**src/rtl/pc_stack.sv**
```systemverilog
// Program counter with an integrated return-address stack (LIFO of DEPTH entries).
// Define PC_STACK_CIRCULAR_EN to make a call while full overwrite the oldest entry.
module pc_stack #(
  parameter int unsigned WIDTH = 16,
  parameter int unsigned DEPTH = 8
) (
  input  logic                     clk,
  input  logic                     reset,
  input  logic                     inc,
  input  logic                     load,
  input  logic                     call,
  input  logic                     ret,
  input  logic                     flag_clr,
  input  logic [WIDTH-1:0]         in,
  output logic [WIDTH-1:0]         out,
  output logic [WIDTH-1:0]         tos,
  output logic [$clog2(DEPTH):0]   depth,
  output logic                     empty,
  output logic                     full,
  output logic                     overflow,
  output logic                     underflow
);

  localparam int unsigned AW = $clog2(DEPTH);

  logic [WIDTH-1:0] r_pc;
  logic [WIDTH-1:0] r_stack [DEPTH];
  logic [AW-1:0]    r_wr_idx;
  logic [AW:0]      r_depth;
  logic             r_ovf;
  logic             r_unf;

  logic             w_empty;
  logic             w_full;
  logic [AW-1:0]    w_top_idx;
  logic [WIDTH-1:0] w_ret_addr;
  logic             w_do_load;
  logic             w_do_call;
  logic             w_do_ret;
  logic             w_do_inc;
  logic             w_push;
  logic             w_pop;
  logic [WIDTH-1:0] w_pc_next;

  assign w_empty    = (r_depth == '0);
  assign w_full     = (r_depth == (AW+1)'(DEPTH));
  assign w_top_idx  = r_wr_idx - AW'(1);
  assign w_ret_addr = r_pc + WIDTH'(1);

  // Only the highest-priority asserted command acts: load > call > ret > inc.
  always_comb begin
    w_do_load = load;
    w_do_call = !load && call;
    w_do_ret  = !load && !call && ret;
    w_do_inc  = !load && !call && !ret && inc;
  end

`ifdef PC_STACK_CIRCULAR_EN
  assign w_push = w_do_call;
`else
  assign w_push = w_do_call && !w_full;
`endif
  assign w_pop = w_do_ret && !w_empty;

  always_comb begin
    w_pc_next = r_pc;
    if (w_do_load || w_do_call) w_pc_next = in;
    else if (w_pop)             w_pc_next = r_stack[w_top_idx];
    else if (w_do_inc)          w_pc_next = r_pc + WIDTH'(1);
  end

  always_ff @(posedge clk or posedge reset) begin
    if (reset) begin
      r_pc     <= '0;
      r_wr_idx <= '0;
      r_depth  <= '0;
      r_ovf    <= 1'b0;
      r_unf    <= 1'b0;
    end else begin
      r_pc <= w_pc_next;
      if (w_push) begin
        r_wr_idx <= r_wr_idx + AW'(1);
        if (!w_full) r_depth <= r_depth + (AW+1)'(1);
      end else if (w_pop) begin
        r_wr_idx <= w_top_idx;
        r_depth  <= r_depth - (AW+1)'(1);
      end
      if (w_do_call && w_full)      r_ovf <= 1'b1;
      else if (flag_clr)            r_ovf <= 1'b0;
      if (w_do_ret && w_empty)      r_unf <= 1'b1;
      else if (flag_clr)            r_unf <= 1'b0;
    end
  end

  // Storage is deliberately not reset; a held reset still blocks writes.
  always_ff @(posedge clk) begin
    if (!reset && w_push) r_stack[r_wr_idx] <= w_ret_addr;
  end

  assign out       = r_pc;
  assign tos       = w_empty ? '0 : r_stack[w_top_idx];
  assign depth     = r_depth;
  assign empty     = w_empty;
  assign full      = w_full;
  assign overflow  = r_ovf;
  assign underflow = r_unf;

endmodule

```
**config.mk**
```make
export PLATFORM = sky130hd
export DESIGN_NAME = pc_stack
export DESIGN_NICKNAME = d
export VERILOG_FILES = /design/src/rtl/pc_stack.sv
export SDC_FILE = /design/constraint.sdc
export NUM_CORES = 1
export LEC_CHECK = 0
export ABC_AREA = 1
export BUFFER_PORTS_ARGS = -buffer_cell sky130_fd_sc_hd__buf_2
export CAP_MARGIN = 40
export CORE_MARGIN = 8
export CORE_UTILIZATION = 31
export CTS_CLUSTER_SIZE = 30
export DETAILED_ROUTE_END_ITERATION = 10
export GPL_ROUTABILITY_DRIVEN = 0
export MAX_ROUTING_LAYER = met4
export PLACE_DENSITY = 0.47
export SLEW_MARGIN = 20
export SYNTH_ARGS = -nofsm -noshare
export SYNTH_HDL_FRONTEND = slang
export SYNTH_SLANG_ARGS = --single-unit
```
**constraint.sdc**
```tcl
create_clock -name clk -period 4.4 [get_ports clk]
set_input_delay 0.22 -clock clk [delete_from_list [all_inputs] [get_ports clk]]
set_output_delay 0.22 -clock clk [all_outputs]
set_load 0.1 [all_outputs]
```
# Yosys cells after proc, flatten, opt, wreduce, memory -nomap -nowiden
# Memory sizes are Yosys's and may differ from the RTL's.
# Cells that the tools add are included.
# word_totals
register_bits	25
ramBits	128
romBits	0
elab_cells	50
mem_count	1
in_bits	23
latchBits	0
output_inout_bits	40
# op_classes
n_bitwise	0
add_sub_neg	5
reduce_logical	23
mux	14
eq_ne	2
n_mul	0
order_cmp	0
shift	0
div	0
# memory_table
memory	words	width	rd	rd_clocked_by_memory_dff	write_ports	line_no	source
r_stack	8	16	1	0	1	27	logic [WIDTH-1:0] r_stack [DEPTH];
# ops
cell	count
$mux W16	4
$add A16 B1 Y16 const B	1
$mux W4	3
$logic_and A1 B1 Y1	10
$logic_not A1 Y1	6
$mux W3	2
$reduce_bool A2 Y1	3
$mux W1	5
$add A4 B1 Y4 const B	1
$eq A4 B4 Y1 const B	1
$logic_not A4 Y1	1
$sub A4 B1 Y4 const B	1
$add A3 B1 Y3 const B	1
$reduce_bool A3 Y1	1
$sub A3 B1 Y3 const B	1
$ne A2 B2 Y1 const B	1
$reduce_and A2 Y1	1
$logic_or A1 B1 Y1	1

# Logic depth before layout (Yosys ltp)
# logic_depth
ltp_word	7
ltp_mapped	16
depth_no_buf	12

# Worst setup path after synthesis
# OpenSTA, ideal clock, no wires.
# synth_timing
path_kind	register to output
startpoint	register r_depth[0] (netlist: depth[0])
endpoint	output port tos[9]
arrival_ns	3.723
path_buffers	1
required_ns	4.180
path_stages_with_launch	6
slack_ns	0.457
path_cell_list	dfrtp_1 -> nor2_1 -> nand2_1 -> clkinv_1 -> buf_1 -> a21oi_1
# synth_via
elab_chain_cells	2
# synth_rtl
item	line_no	source
start, declared	29	logic [AW:0] r_depth;
start signal, assigned	83	if (!w_full) r_depth <= r_depth + (AW+1)'(1);
start signal, assigned	86	r_depth <= r_depth - (AW+1)'(1);
$logic_not A4 Y1	45	assign w_empty = (r_depth == '0);
via empty	18	output logic empty,
$mux W16	101	assign tos = w_empty ? '0 : r_stack[w_top_idx];
end, declared	16	output logic [WIDTH-1:0] tos,
# The timed path passes the listed nets, and every way through them passes these cells.

# Final worst setup path
# layout_timing
startpoint	register r_wr_idx[1]
endpoint	output port tos[2]
# layout_via
elab_chain_cells	3
# layout_rtl
item	line_no	source
start, declared	28	logic [AW-1:0] r_wr_idx;
start signal, assigned	82	r_wr_idx <= r_wr_idx + AW'(1);
start signal, assigned	85	r_wr_idx <= w_top_idx;
$sub A3 B1 Y3	47	assign w_top_idx = r_wr_idx - AW'(1);
$mem_v2 Z8 W16	n/a	
$mux W16	101	
# Every way passes these cells.

==> summary.txt <==
Run status
  – Outcome: complete, no violations

Die
  – Die height: 167.4 um
  – Initial Util: about a third
  – Die area: 28,020 sq um
  – Core area: roughly 23,000 sq um
  – Die extent in x: around 170 um
  – Rows: between 50 and 60
  – # IOs: 63

Worst setup path
  – Worst path most repeated cell: inv_1
  – CP max stage cell: buf_2
  – Setup CP Type: flop to output pin
  – Crit-path cells: inv_1, ha_1, inv_1, buf_4, o21ai_0, o21ai_1, nand2_1, a21oi_1, buf_2
  – CP endpoint kind: output pin
  – CP Max Fanout: 40
  – Crit-path leading delay family: buffers and inverters
  – Worst path max stage delay: 0.47 ns
  – R2r setup slk: 2.06 ns
  – CP arrival: ~2.8 ns
  – Crit path buffers/inverters: 4
  – CP required: roughly 4.2 ns
  – Crit path launch type: flop

Synth
  – XOR/XNOR Fraction of Synth Area: under 10%
  – Compound-Gate Fraction of Synth Area: around 8.3%
  – Synth Cell Area: about 7000 sq um
  – Largest family of logic cells by synthesized area: simple AND/OR/NAND/NOR gates
  – Top cell type by total area after synthesis: edfxtp_1
  – Post-synthesis mux area share: 0%
  – Area share of the largest cell type after synthesis: a little over half
  – Synthesized instance count: around 720
  – Synthesized net count: between 700 and 800
  – Yosys cell types: 36
  – Syn_area_per_cell: 9.853 sq um
  – Synth Warn #: 0
  – Adder-cell share of the synthesized area: 0.8806%
  – FF+latch count, synth: about 150
  – Area contributors post-synth: edfxtp_1 54%, dfrtp_1 8.8%, nand2_1 8.4%
  – Post-synthesis sequential area ratio: between 60% and 70%
  – Fraction of the mapped netlist area in simple logic gates: between 20% and 30%

Layout
  – Fill cells: around 2,300
  – Fraction of layout cells with a size suffix above 1: around 17%
  – Seq. cell area: 4471 sq um
  – Multi-input gate area: ~2300 sq um
  – Diode count: 0
  – Final Instance Count excl. Fillers: 1,089
  – Nets: 819
  – Syn-to-layout area delta: 17.86%

Detailed routing
  – Vias per Instance: 4.663
  – Via count: between 5,000 and 6,000
  – Drt first pass iters: 5
  – DRC: 0
  – Iter 0 DRT Violations: around 370
  – Final wirelength: 19,060 um
  – ANT nets after route: 0
  – Avg WL per Cell: ~17 um

Clock tree
  – CTS resizes: 0
  – Clk Latency, worst-skew pair: about 0.42 ns
  – CTS tree: done
  – Clock H-tree levels: 4
  – CTS Root Buffer Type: clkbuf_16
  – Clock Sinks: roughly 150
  – CTS clk-pin slew, worst paths: around 0.060 ns
  – Post-CTS repair timing setup buffer count: 0
  – Buffer depth of the longest clock path: 2
  – Num CTS Buffers: 17

Timing
  – Slew HR: 47.36%
  – Final setup fails: 0
  – Worst-Margin Slew: a little under 0.8 ns
  – Max frequency: approximately 0.33 GHz
  – Final min period: roughly 3 ns
  – Final count of hold timing violations: 0
  – RSZ-0062 raised after global routing: no
  – Final period utilization: between 60 and 70%
  – Setup TNS: 0 ns
  – Final setup skew: roughly 0.0091 ns
  – Max-slew violation total from the final report: 0

Min path
  – Hold Crit Class: primary input to flop

GRT
  – Total track usage: 14.30%
  – First-pass GRT wire length: roughly 30,000 um
  – Pin count of the biggest net entering global routing: 70
  – Global route overflow: 0
  – Vias in the first global route: between 5,000 and 6,000
  – Initial antenna violation count: 0

Place
  – IO buf count: 62
  – Hpwl dp: 12,680 um
  – Placed Cells: 1,054

Flow run
  – Max Cap Viol: 0
-- synthesized netlist by cell type (all sizes together) --
cell,count
nand3,43
a22oi,1
o221ai,2
o21a,1
xnor2,3
edfxtp,128
o211ai,3
nand2,161
inv,46
clkbuf,6
nand3b,1
xor2,10
clkinv,1
o32ai,1
a21oi,36
o21ai,69
nor2,149
ha,5
dfrtp,25
buf,25
nand4,5
-- cells by family after synthesis --
| group | Yosys count |
|---|---|
| adder cells (fa/ha/maj) | 5 |
| buffers and inverters | 78 |
| flip-flops | 153 |
| AO/OA/AOI/OAI | 113 |
| AND/OR/NAND/NOR | 359 |
| XOR/XNOR | 13 |
-- final timing paths --
kind,from,endpoint,depth (start not counted)
setup / recovery,r_wr_idx[1]$_DFFE_PP0P_,tos[2],9
hold / removal,in[11],out[11]$_DFFE_PP0P_,3
setup reg to reg,r_wr_idx[0]$_DFFE_PP0P_,r_stack[2][13]$_DFFE_PP_,5
hold reg to reg,depth[3]$_DFFE_PP0P_,depth[3]$_DFFE_PP0P_,2
max in group asynchronous,reset,r_wr_idx[0]$_DFFE_PP0P_,4
min in group asynchronous,reset,r_wr_idx[1]$_DFFE_PP0P_,4
-- placed cells by master (no fill, tap or decap), types with 3 or more instances in the layout --
cell / instances
nand2_1: 159
nor2_1: 139
edfxtp_1: 128
o21ai_0: 63
buf_2: 60
inv_1: 43
nand3_1: 41
a21oi_1: 35
dfrtp_1: 24
clkbuf_16: 17
buf_4: 15
xor2_1: 9
nor2_2: 9
o21ai_1: 6
nand4_1: 5
ha_1: 5
clkinvlp_4: 4
o211ai_1: 3
clkinv_4: 3
clkbuf_8: 3
-- per-stage QoR --
step / worst slack, ns / hold WS [ns] / instance area (sq um) / utilization, %
6_report: 1.413 / 0.1140 / 8373 / 37.10
5_1_grt: 1.039 / 0.1330 / 8373 / 37.10
4_1_cts: 1.349 / 0.09649 / 8366 / 37.06
3_5_place_dp: 1.808 / 0.3226 / 7740 / 34.29
3_3_place_gp: 1.841 / 0.3255 / 7706 / 34.14
2_1_floorplan: 0.4572 / 0.2473 / 7104 / -
-- routing by layer --
metal | global-route usage [%] | routed length (um) | vias up
met5 | - | 0 | -
met4 | 4.658 | 225 | 0
met3 | 1.740 | 417 | 13
met2 | 23.43 | 9297 | 95
met1 | 18.22 | 9115 | 2405
li1 | - | - | 2565
-- what timing repair did --
| action | in CTS | in global routing |
|---|---|---|
| setup endpoints to repair | 0 | 0 |
| hold buffers | 2 | 0 |
| endpoints found under the hold margin | 27 | 0 |
-- flip-flops by register name (all words and copies together), names as in the netlist --
| register | cells |
|---|---|
| out | 16 |
| r_stack | 128 |
| r_wr_idx | 3 |
| underflow | 1 |
| overflow | 1 |
| depth | 4 |
-- worst register-to-register path: stages (launching register included) --
cell and delay (ns):
dfrtp_2 0.42, inv_4 0.06, buf_4 0.50, nand2_1 0.28, nor2_2 0.44, buf_4 0.34
-- area by class of cell --
cell class	count	share of cell area [%]
Inverter	47	2.137
Tap cell	285	4.259
Clock inverter	12	1.659
Sequential cell	153	53.39
Multi-Input combinational cell	490	26.93
Clock buffer	20	5.574
Timing Repair Buffer	82	6.052
Power is not shown: default switching activity piles up to over one toggle a cycle in this logic, so the estimate is an artifact.
